[config.mk]
export PLATFORM = sky130hd
export DESIGN_NAME = max11046_responder
export DESIGN_NICKNAME = d
export VERILOG_FILES = /design/src/rtl/max11046_responder.sv
export SDC_FILE = /design/constraint.sdc
export NUM_CORES = 1
export LEC_CHECK = 0
export ABC_CLOCK_PERIOD_IN_PS = 6600
export CORE_ASPECT_RATIO = 1.1
export CORE_UTILIZATION = 27
export CTS_BUF_LIST = sky130_fd_sc_hd__clkbuf_16
export DETAILED_ROUTE_END_ITERATION = 8
export MAX_ROUTING_LAYER = met4
export PLACE_DENSITY = 0.47
export REMOVE_ABC_BUFFERS = 1
export SLEW_MARGIN = 5
export SYNTH_ARGS = -nofsm -noshare
export SYNTH_HDL_FRONTEND = slang
export SYNTH_SLANG_ARGS = --single-unit
export TNS_END_PERCENT = 5
[constraint.sdc]
create_clock -name clock -period 6.6 [get_ports clock]
set_clock_uncertainty 0.15 [all_clocks]
set_input_delay 1.65 -clock clock [delete_from_list [all_inputs] [get_ports clock]]
set_output_delay 1.65 -clock clock [all_outputs]
set_load 0.03 [all_outputs]
[src/rtl/max11046_responder.sv]
// ---------------------------------------------------------------------------
// max11046_responder
// ADC-side stand-in for the MAX11046 8-channel converter. It answers the
// FPGA-side controller on the CONVST/CS/RD/WR/DB/EOC bus with a modelled
// conversion time, the EOC handshake, sequential channel readout, a
// configuration register and deterministic sample words of the form
// {channel[2:0], frame_cnt[12:0]}.
// ---------------------------------------------------------------------------
module max11046_responder #(
  parameter int NUM_CH      = 8,    // channels per conversion, 1..8
  parameter int CONV_CYCLES = 400   // conversion time in clocks, >= 2
) (
  input  logic        clock,
  input  logic        rst_n,
  input  logic        conv_start,
  input  logic        chip_sel,
  input  logic        read_s,
  input  logic        write,
  input  logic [15:0] db_in,
  output logic [15:0] db_out,
  output logic        db_oe,
  output logic        end_of_con,
  output logic [15:0] cfg_word,
  output logic [12:0] frame_cnt,
  output logic        overrun
);

  // Counter just wide enough to hold CONV_CYCLES-1.
  localparam int               CNT_W    = (CONV_CYCLES > 2) ? $clog2(CONV_CYCLES) : 1;
  localparam logic [CNT_W-1:0] CNT_LOAD = CNT_W'(CONV_CYCLES - 1);
  localparam logic [CNT_W-1:0] CNT_ONE  = CNT_W'(1);
  localparam logic [2:0]       LAST_PTR = 3'(NUM_CH - 1);

  typedef enum logic [1:0] {
    S_IDLE,
    S_CONVERT,
    S_READY,
    S_READOUT
  } state_t;

  // ---------------------------------------------------------------------
  // Input sampling and edge detection
  // ---------------------------------------------------------------------
  logic        r_conv_s, r_conv_d;
  logic        r_rd_s,   r_rd_d;
  logic        r_wr_s,   r_wr_d;
  logic        r_cs_s;
  logic [15:0] r_db_s;

  // Sample every bus input once, then keep a delayed copy for edge strobes.
  // NOTE: sequential state is written with non-blocking assignments only, so
  // every register sees the pre-edge value of the others and the two-stage
  // sampler really is two stages.
  always_ff @(posedge clock or negedge rst_n) begin
    if (!rst_n) begin
      r_conv_s <= 1'b0;
      r_conv_d <= 1'b0;
      r_rd_s   <= 1'b1;
      r_rd_d   <= 1'b1;
      r_wr_s   <= 1'b1;
      r_wr_d   <= 1'b1;
      r_cs_s   <= 1'b1;
      r_db_s   <= 16'h0000;
    end else begin
      r_conv_s <= conv_start;
      r_conv_d <= r_conv_s;
      r_rd_s   <= read_s;
      r_rd_d   <= r_rd_s;
      r_wr_s   <= write;
      r_wr_d   <= r_wr_s;
      r_cs_s   <= chip_sel;
      r_db_s   <= db_in;
    end
  end

  logic w_conv_rise;
  logic w_conflict;
  logic w_rd_fall;
  logic w_rd_rise;
  logic w_wr_rise;
  logic w_oe;

  // RD and WR low together with CS low is a bus fight: it drives nothing and
  // must not be mistaken for a read start.
  assign w_conv_rise = r_conv_s & ~r_conv_d;
  assign w_conflict  = ~r_cs_s & ~r_rd_s & ~r_wr_s;
  assign w_rd_fall   = ~r_cs_s & ~r_rd_s &  r_rd_d & r_wr_s;
  assign w_rd_rise   = ~r_cs_s &  r_rd_s & ~r_rd_d;
  assign w_wr_rise   = ~r_cs_s &  r_wr_s & ~r_wr_d;
  assign w_oe        = ~r_cs_s & ~r_rd_s &  r_wr_s;

  // ---------------------------------------------------------------------
  // Conversion / readout state machine
  // ---------------------------------------------------------------------
  state_t           r_state, w_state_nxt;
  logic [CNT_W-1:0] r_cnt,   w_cnt_nxt;
  logic [2:0]       r_ptr,   w_ptr_nxt;
  logic             r_eoc,   w_eoc_nxt;
  logic [12:0]      r_frame, w_frame_nxt;
  logic             r_ovr,   w_ovr_nxt;

  // Hold the FSM state together with the counter, pointer, EOC and flags.
  always_ff @(posedge clock or negedge rst_n) begin
    if (!rst_n) begin
      r_state <= S_IDLE;
      r_cnt   <= '0;
      r_ptr   <= 3'd0;
      r_eoc   <= 1'b1;
      r_frame <= 13'd0;
      r_ovr   <= 1'b0;
    end else begin
      r_state <= w_state_nxt;
      r_cnt   <= w_cnt_nxt;
      r_ptr   <= w_ptr_nxt;
      r_eoc   <= w_eoc_nxt;
      r_frame <= w_frame_nxt;
      r_ovr   <= w_ovr_nxt;
    end
  end

  // Next-state and next-register logic for conversion and readout.
  // NOTE: every signal gets its hold value before the case statement, so no
  // path through the block leaves one unassigned and no latch is inferred.
  always_comb begin
    w_state_nxt = r_state;
    w_cnt_nxt   = r_cnt;
    w_ptr_nxt   = r_ptr;
    w_eoc_nxt   = r_eoc;
    w_frame_nxt = r_frame;
    w_ovr_nxt   = r_ovr | w_conflict;

    unique case (r_state)
      S_IDLE: begin
        if (w_conv_rise) begin
          w_state_nxt = S_CONVERT;
          w_cnt_nxt   = CNT_LOAD;
        end else if (w_rd_rise) begin
          // Re-reading after a completed readout walks the channels again.
          w_ptr_nxt = (r_ptr == LAST_PTR) ? 3'd0 : r_ptr + 3'd1;
        end
      end

      S_CONVERT: begin
        // A second CONVST while busy is dropped but remembered as an overrun.
        if (w_conv_rise) begin
          w_ovr_nxt = 1'b1;
        end
        if (r_cnt == '0) begin
          w_state_nxt = S_READY;
          w_eoc_nxt   = 1'b0;
          w_frame_nxt = r_frame + 13'd1;
          w_ptr_nxt   = 3'd0;
        end else begin
          w_cnt_nxt = r_cnt - CNT_ONE;
        end
      end

      S_READY: begin
        // Restart wins over a simultaneous read; no channel was read, so
        // the whole frame was lost.
        if (w_conv_rise) begin
          w_state_nxt = S_CONVERT;
          w_cnt_nxt   = CNT_LOAD;
          w_eoc_nxt   = 1'b1;
          w_ptr_nxt   = 3'd0;
          w_ovr_nxt   = 1'b1;
        end else if (w_rd_fall) begin
          w_state_nxt = S_READOUT;
          w_eoc_nxt   = 1'b1;
        end
      end

      S_READOUT: begin
        if (w_conv_rise) begin
          w_state_nxt = S_CONVERT;
          w_cnt_nxt   = CNT_LOAD;
          w_eoc_nxt   = 1'b1;
          w_ptr_nxt   = 3'd0;
        end else if (w_rd_rise) begin
          if (r_ptr == LAST_PTR) begin
            w_ptr_nxt   = 3'd0;
            w_state_nxt = S_IDLE;
          end else begin
            w_ptr_nxt = r_ptr + 3'd1;
          end
        end
      end

      default: begin
        w_state_nxt = S_IDLE;
      end
    endcase
  end

  // ---------------------------------------------------------------------
  // Bus-facing registers
  // ---------------------------------------------------------------------
  logic [15:0] r_db_out;
  logic        r_db_oe;
  logic [15:0] r_cfg;

  // Drive the sample word only while a clean read is in progress; hold 0
  // otherwise so the tristate buffer never sees stale data.
  always_ff @(posedge clock or negedge rst_n) begin
    if (!rst_n) begin
      r_db_out <= 16'h0000;
      r_db_oe  <= 1'b0;
    end else begin
      r_db_oe  <= w_oe;
      r_db_out <= w_oe ? {r_ptr, r_frame} : 16'h0000;
    end
  end

  // Capture the configuration word on a chip-selected WR rise.
  always_ff @(posedge clock or negedge rst_n) begin
    if (!rst_n) begin
      r_cfg <= 16'h0000;
    end else if (w_wr_rise) begin
      r_cfg <= r_db_s;
    end
  end

  assign db_out     = r_db_out;
  assign db_oe      = r_db_oe;
  assign end_of_con = r_eoc;
  assign cfg_word   = r_cfg;
  assign frame_cnt  = r_frame;
  assign overrun    = r_ovr;

endmodule

; Word-level counts from Yosys, hierarchy flattened
; Cells that the tools add are included.
[totals]
regBits = 85
input_bits = 22
out_inout_bits = 48
word_cells = 87
[op_classes]
n_addsub = 3
eq_ne = 14
mux = 26
bitwise_logic = 17
reduce_logical = 10
[ops]
columns = cell, count
row1 = $mux 3, 6
row2 = $mux 9, 2
row3 = $pmux 9 s2, 1
row4 = $mux 16, 1
row5 = $mux 2, 7
row6 = $add 13x1->13 const B, 1
row7 = $ne 2x2->1 const B, 6
row8 = $pmux 3 s4, 1
row9 = $and 1x1->1, 10
row10 = $logic_not 9->1, 1
row11 = $ne 3x3->1 const B, 3
row12 = $sub 9x1->9 const B, 1
row13 = $pmux 2 s4, 1
row14 = $mux 1, 6
row15 = $not 1->1, 6
row16 = $reduce_and 5->1, 1
row17 = $eq 2x2->1 const B, 2
row18 = $reduce_and 2->1, 2
row19 = $reduce_and 4->1, 1
row20 = $add 3x1->3 const B, 1
row21 = $eq 3x3->1 const B, 1
row22 = $pmux 1 s3, 1
row23 = $reduce_and 3->1, 1
row24 = $reduce_bool 3->1, 1
row25 = other kinds (6), 6

; Longest topological paths before layout
[depth]
word_depth = 7
mapped_depth = 7
mapped_depth_nobuf = 6

; Least setup slack after synthesis
; OpenSTA, ideal clock, no wires.
[synth_path]
kind = register to output
startpoint = register r_eoc (netlist: end_of_con)
endpoint = output port end_of_con
arrival_ns = 0.597
t_required_ns = 4.800
path_slack_ns = 4.203
path_stages_with_launch = 1
path_buffers = 0
path_cell_list = dfstp_2
[synth_lines]
columns = item, line
row1 = "start, declared", 98  ; logic r_eoc, w_eoc_nxt;
row2 = "start signal, assigned", 115  ; r_eoc <= w_eoc_nxt;
row3 = "end, declared", 22  ; output logic end_of_con,
; No word-level cell between the ends.

; Worst setup path in the final report
[layout_path]
startpoint = register r_frame[0] (netlist: frame_cnt[0])
endpoint = output port frame_cnt[0]
[layout_lines]
columns = item, line
row1 = "start, declared", 99  ; logic [12:0] r_frame, w_frame_nxt;
row2 = "start signal, assigned", 116  ; r_frame <= w_frame_nxt;
row3 = "end, declared", 24  ; output logic [12:0] frame_cnt,
; No word-level cell between the ends.

==> results.ini <==
[status]
status = finished, final reports clean

[sta]
fin_tns_setup_ns = 0
max_slew_margin_pct = 30.6
rsz0062_at_grt = no
tightest_slew_ns = 1.04
fmax_mhz = 294
final_hold_viol_count = 0
setup_viol = 0
finalWorstSetupSlack_ns = 3.20
fin_crit_sh_pct = 51.5
min_period_ns = 3.40
maxSlewViolCount = 0

[global_routing]
grt_pass1_vias = 2204
grt_max_degree = 77
antenna_found_initial = 0
gr-total-overflow = 0
track_usage_pct = 11.9
grt_pass1_wl_um = 11300

[routing]
vias = 2213
drt-vias-per-instance = 4.60
wl_per_cell_um = 14.1
ant_nets = 0
drtIter0Drc = 126
drt_wl_total_um = 6770
drc = 0
dr.pass1.iters = 4

[synth]
ys_ff_latch = 85
synth.mux.area_fraction_pct = 5.72
synthFlopType = dfrtp_1
synthTopCellsByCount = 79 x dfrtp_1, 17 x mux2_2, 16 x and2_1
yosys.area_share.xor_xnor_pct = 3.93
synth-compound-area-share_pct = 7.93
ys_warn_count = 0
synth_top_area_share_pct = 59.1
yosys.area_share.adder_pct = 3.74
ys_seq_area_share_pct = 63.8
synth.most_common_cell = dfrtp_1
syn-cell-area_mm2 = 0.00334
synth_cell_type_count = 43
synth_top_family_by_area = simple AND/OR/NAND/NOR gates
yosysTopAreaCell = dfrtp_1
synthArstFlopShare_pct = 100
synth.area.top_cells = dfrtp_1 59%, mux2_2 5.7%, dfstp_2 4.7%, xnor2_1 3.9%, ha_1 3.7%
synth-simple-area-share_pct = 13.4
synth_area_per_cell_um2 = 13.6
synth_edf_count = 0
syn_inst = 246

[critical_path]
crit_chain = clkdlybuf4s50_1
r2r_slack_ns = 4.16
startpoint = frame_cnt[0]
worstPathMaxFanout = 9
regToRegStartpoint = r_cnt[0]
r2r_cells = 6
end_kind = primary output
cpPeakStageDelay_ns = 0.73
r2r-end = r_ptr[0]
crit_path_end = frame_cnt[0]
critPathBufInv = 1
cpLargestDelayFamily = buffers and inverters
start_kind = register
crit_type = register to primary output
cp.depth = 1
worstPathRequired_ns = 4.80
critPathArrivalTime_ns = 1.60
slowest_stage = clkdlybuf4s50_1

[cts]
insertion_delay_ns = 0.34
cts.repair.resized = 0
cts_tree = built
h-tree-depth = 3
path_clk_slew_ns = 0.06
cts-buffers-inserted = 9
clk_path_buf_depth = 2
cts_sinks = 85
cts_root_buf = clkbuf_16
holdBufCountCts = 0
post-cts-setup-buffers = 0

[floorplan]
die_x_um = 108
ioPinCount = 70
core.rowCount = 42
die-height_um = 119
core_area_mm2 = 0.0120
die-area_mm2 = 0.0128
start_util_pct = 27.8

[final_layout]
stdcell_count = 481
area_delta_synth_final_pct = 35.2
antennaDiodeCount = 0
drive_gt1_share_pct = 16.8
finalNetCount = 354
fillCellCount = 1201

[hold_path]
hp-class = register to register

[run]
max-cap-violations = 0

[placed_design]
place.port_buffers = 69
dp_slack_ns = 3.56
place.gp.congestion = 0.772
hpwlAfterDp_um = 4640
dp.cells = 465

[power_and_ir_drop]
pwr_density_cell_mw_per_mm2 = 319
p_leak_nw = 1.91
irDropWorstVdd_uv = 139

-- final cells by class --
| type | instances | area (µm²) | area share (%) |
|---|---|---|---|
| Multi-Input combinational cell | 148 | 1170 | 25.8 |
| Sequential cell | 85 | 2130 | 47.2 |
| Tap cell | 154 | 193 | 4.26 |
| Clock buffer | 9 | 225 | 4.98 |
| Clock inverter | 7 | 75.1 | 1.66 |
| Inverter | 7 | 26.3 | 0.581 |
| Timing Repair Buffer | 71 | 703 | 15.5 |
-- per-layer routing --
metal	wire [µm]	global-route usage [%]
met1	3260	15.7
met2	2970	16.8
met3	434	3.70
met4	102	5.14
met5	0	-
-- worst min path at each step --
stage / from / endpoint / slack [ns] / cells after the start
floorplan: r_wr_s / r_wr_d / 0.21 / 0
finish: r_wr_s / r_wr_d / 0.23 / 0
detailed placement: r_wr_s / r_wr_d / 0.22 / 0
CTS: r_wr_s / r_wr_d / 0.23 / 0
global route: r_wr_s / r_wr_d / 0.24 / 0
global placement: r_wr_s / r_wr_d / 0.22 / 0
-- cells in the final DEF (no fill, tap or decap), types with 3 or more instances in the layout --
| master | netlist | layout |
|---|---|---|
| a21oi_1 | 9 | 9 |
| a31oi_1 | 5 | 5 |
| and2_1 | 16 | 16 |
| and3_1 | 4 | 4 |
| buf_4 | 0 | 3 |
| clkbuf_16 | 0 | 9 |
| clkdlybuf4s50_1 | 0 | 68 |
| dfrtp_1 | 79 | 79 |
| dfstp_2 | 6 | 6 |
| ha_1 | 10 | 10 |
| inv_1 | 7 | 7 |
| mux2_2 | 17 | 17 |
| nand2_1 | 9 | 9 |
| nand4_1 | 10 | 10 |
| nor2_1 | 6 | 6 |
| nor3_1 | 3 | 3 |
| o21ai_0 | 6 | 6 |
| or2_2 | 3 | 3 |
| xnor2_1 | 15 | 15 |
-- power breakdown --
group / internal (mW) / switching [mW]
logic: 0.146 / 0.180
registers: 0.575 / 0.0394
clock network: 0.294 / 0.210
total: 1.01 / 0.430
-- flip-flops by register name, summed over array words and instances (netlist names) --
name,cells
r_rd_s,1
r_cnt,9
r_wr_s,1
db_oe,1
r_cs_s,1
r_conv_d,1
cfg_word,16
r_state,2
r_rd_d,1
db_out,16
r_ptr,3
r_wr_d,1
r_db_s,16
frame_cnt,13
overrun,1
end_of_con,1
r_conv_s,1
-- through the flow --
stage                     utilization (%)  total power [mW]  hold slack (ns)  cell area (µm²)
after floorplan                         -             0.833            0.212             3320
after global placement               35.1             0.946            0.224             4220
after detailed placement             35.1             0.951            0.220             4220
after CTS                            37.6              1.47            0.233             4520
after global routing                 37.6              1.53            0.243             4520
final                                37.6              1.44            0.232             4520
-- logic make-up after synthesis --
family	after synthesis
buffers and inverters	13
AOI/OAI and AO/OA	36
and+or+nand+nor	70
DFF	85
xor gates and xnor gates	15
adders and majority gates	10
muxes	17
Note: power is estimated with default switching activity, not from simulation.
==> edit (config.mk and constraints unchanged) <==
Set the parameter `CONV_CYCLES` to 800 (it was 400).
--- a/src/rtl/max11046_responder.sv
+++ b/src/rtl/max11046_responder.sv
@@ -8,7 +8,7 @@
 // ---------------------------------------------------------------------------
 module max11046_responder #(
   parameter int NUM_CH      = 8,    // channels per conversion, 1..8
-  parameter int CONV_CYCLES = 400   // conversion time in clocks, >= 2
+  parameter int CONV_CYCLES = 800   // conversion time in clocks, >= 2
 ) (
   input  logic        clock,
   input  logic        rst_n,
Formal check against the unedited RTL: no difference found for any inputs over 10 cycles, from zero or initial values and one cycle with rst_n low; that may be too few to reach the edited logic, so the function may still have changed.
==> edit against the original RTL <==
Worst setup slack improved by 0.084 ns; count of clock-buffer cells in the layout unchanged; non-clock buffer count decreased by 1; sequential share of layout area increased by 0.51 points; register-to-register slack got worse by 0.33 ns; design area about the same; routed wire length decreased by 3.5%; power increased by 1.1%; sequential cell count increased by 1; synthesized area about the same; critical endpoint is now end_of_con.
==> edit: results (changes against the original RTL) <==
| Metric | Value |
|---|---|
| Clock network area share | 0.0697 (was 0.0664) |
| Cells after DPL | 455 (was 465) |
| Worst R2R End | r_ptr[2]$_DFFE_PN0P_ (was r_ptr[0]$_DFFE_PN0P_) |
| Clock network power share | 0.361 (was 0.349) |
| Multi-input gates | 138 (was 148) |
| CP Capture Point | end_of_con (was frame_cnt[0]) |
| Sequential cell area | 2160 sq um (was 2130 sq um) |
| Initial DRC count | 149 (was 126) |
| Worst-path fanout max | 2 (was 9) |
| Flops & latches, synth | 86 (was 85) |
| First-pass GRT wire length | 10.8 mm (was 11.3 mm) |
| Placer Congestion | 0.727 (was 0.772) |
| Seq group | 615 uW (was 614 uW) |
| Non-clock buffers, area share | 0.154 (was 0.155) |
| Sw Pwr | 412 uW (was 430 uW) |
| HPWL after detailed placement | 4.38 mm (was 4.64 mm) |
| Vias | 2,084 (was 2,213) |
| FILL cells | 1,162 (was 1,201) |
| Non-clock buffer count | 70 (was 71) |
| Pre-CTS setup slack | 3.63 ns (was 3.56 ns) |
| Max IR drop VDD | 193 uV (was 139 uV) |
| Finished Layout Cells | 471 (was 481) |
| Syn Inst Count | 237 (was 246) |
| Sequential share of the synthesized area | 0.645 (was 0.638) |
| Largest stage delay on the critical path | 0.66 ns (was 0.73 ns) |
| Slew margin rel. | 0.276 (was 0.306) |
| Multi-input gate area | 1140 sq um (was 1170 sq um) |
| R2R Setup Slk | 3.83 ns (was 4.16 ns) |
| Hold slack | 0.236 ns (was 0.232 ns) |
| Largest net degree at the start of global routing | 87 (was 77) |
| Placed cell areas | 4210 sq um (was 4220 sq um) |
| Routed WL | 6.54 mm (was 6.77 mm) |
| Crit. Startpoint | end_of_con$_DFFE_PN1P_ (was frame_cnt[0]$_DFFE_PN0P_) |
| Final period util | 0.502 (was 0.515) |
| Most common library cells after synthesis | 80 x dfrtp_1, 17 x and2_1, 17 x mux2_2, 11 x xnor2_1 (was 79 x dfrtp_1, 17 x mux2_2, 16 x and2_1, 15 x xnor2_1) |
| Fraction of layout cells with a size suffix above 1 | 0.164 (was 0.168) |
| Total power | 1460 uW (was 1440 uW) |
| Status | finished clean (unchanged) |
| Pwr Density | 323 nW/um^2 (was 319 nW/um^2) |
| Leakage | 0.00195 uW (was 0.00191 uW) |
[edit: changes by cell type after synthesis, moves of 4 or more]
cell     change
xnor2_1      -4
nand4_1      -5
nand3_1      +8
o21ai_0      -6
[edit: worst register-to-register path: stages (launching register included)]
cell	delay [ns]
dfrtp_1	0.41
inv_1	0.07
ha_1	0.20
or4b_4	0.59
o31ai_4	0.68
o211ai_1	0.27
a22o_1	0.29
[edit: cells by family after synthesis]
family / synth area share
AO/OA/AOI/OAI: 0.0759
XOR/XNOR: 0.0314
adder cells (fa/ha/maj): 0.0337
buffers and inverters: 0.0176
flip-flops: 0.645
multiplexers: 0.0632
AND/OR/NAND/NOR: 0.133
[edit: layer usage]
layer / GRT usage / routed length (microns)
met4: 0.0488 / 116
met2: 0.158 / 2850
met5: - / 0
met1: 0.148 / 3050
met3: 0.0347 / 522
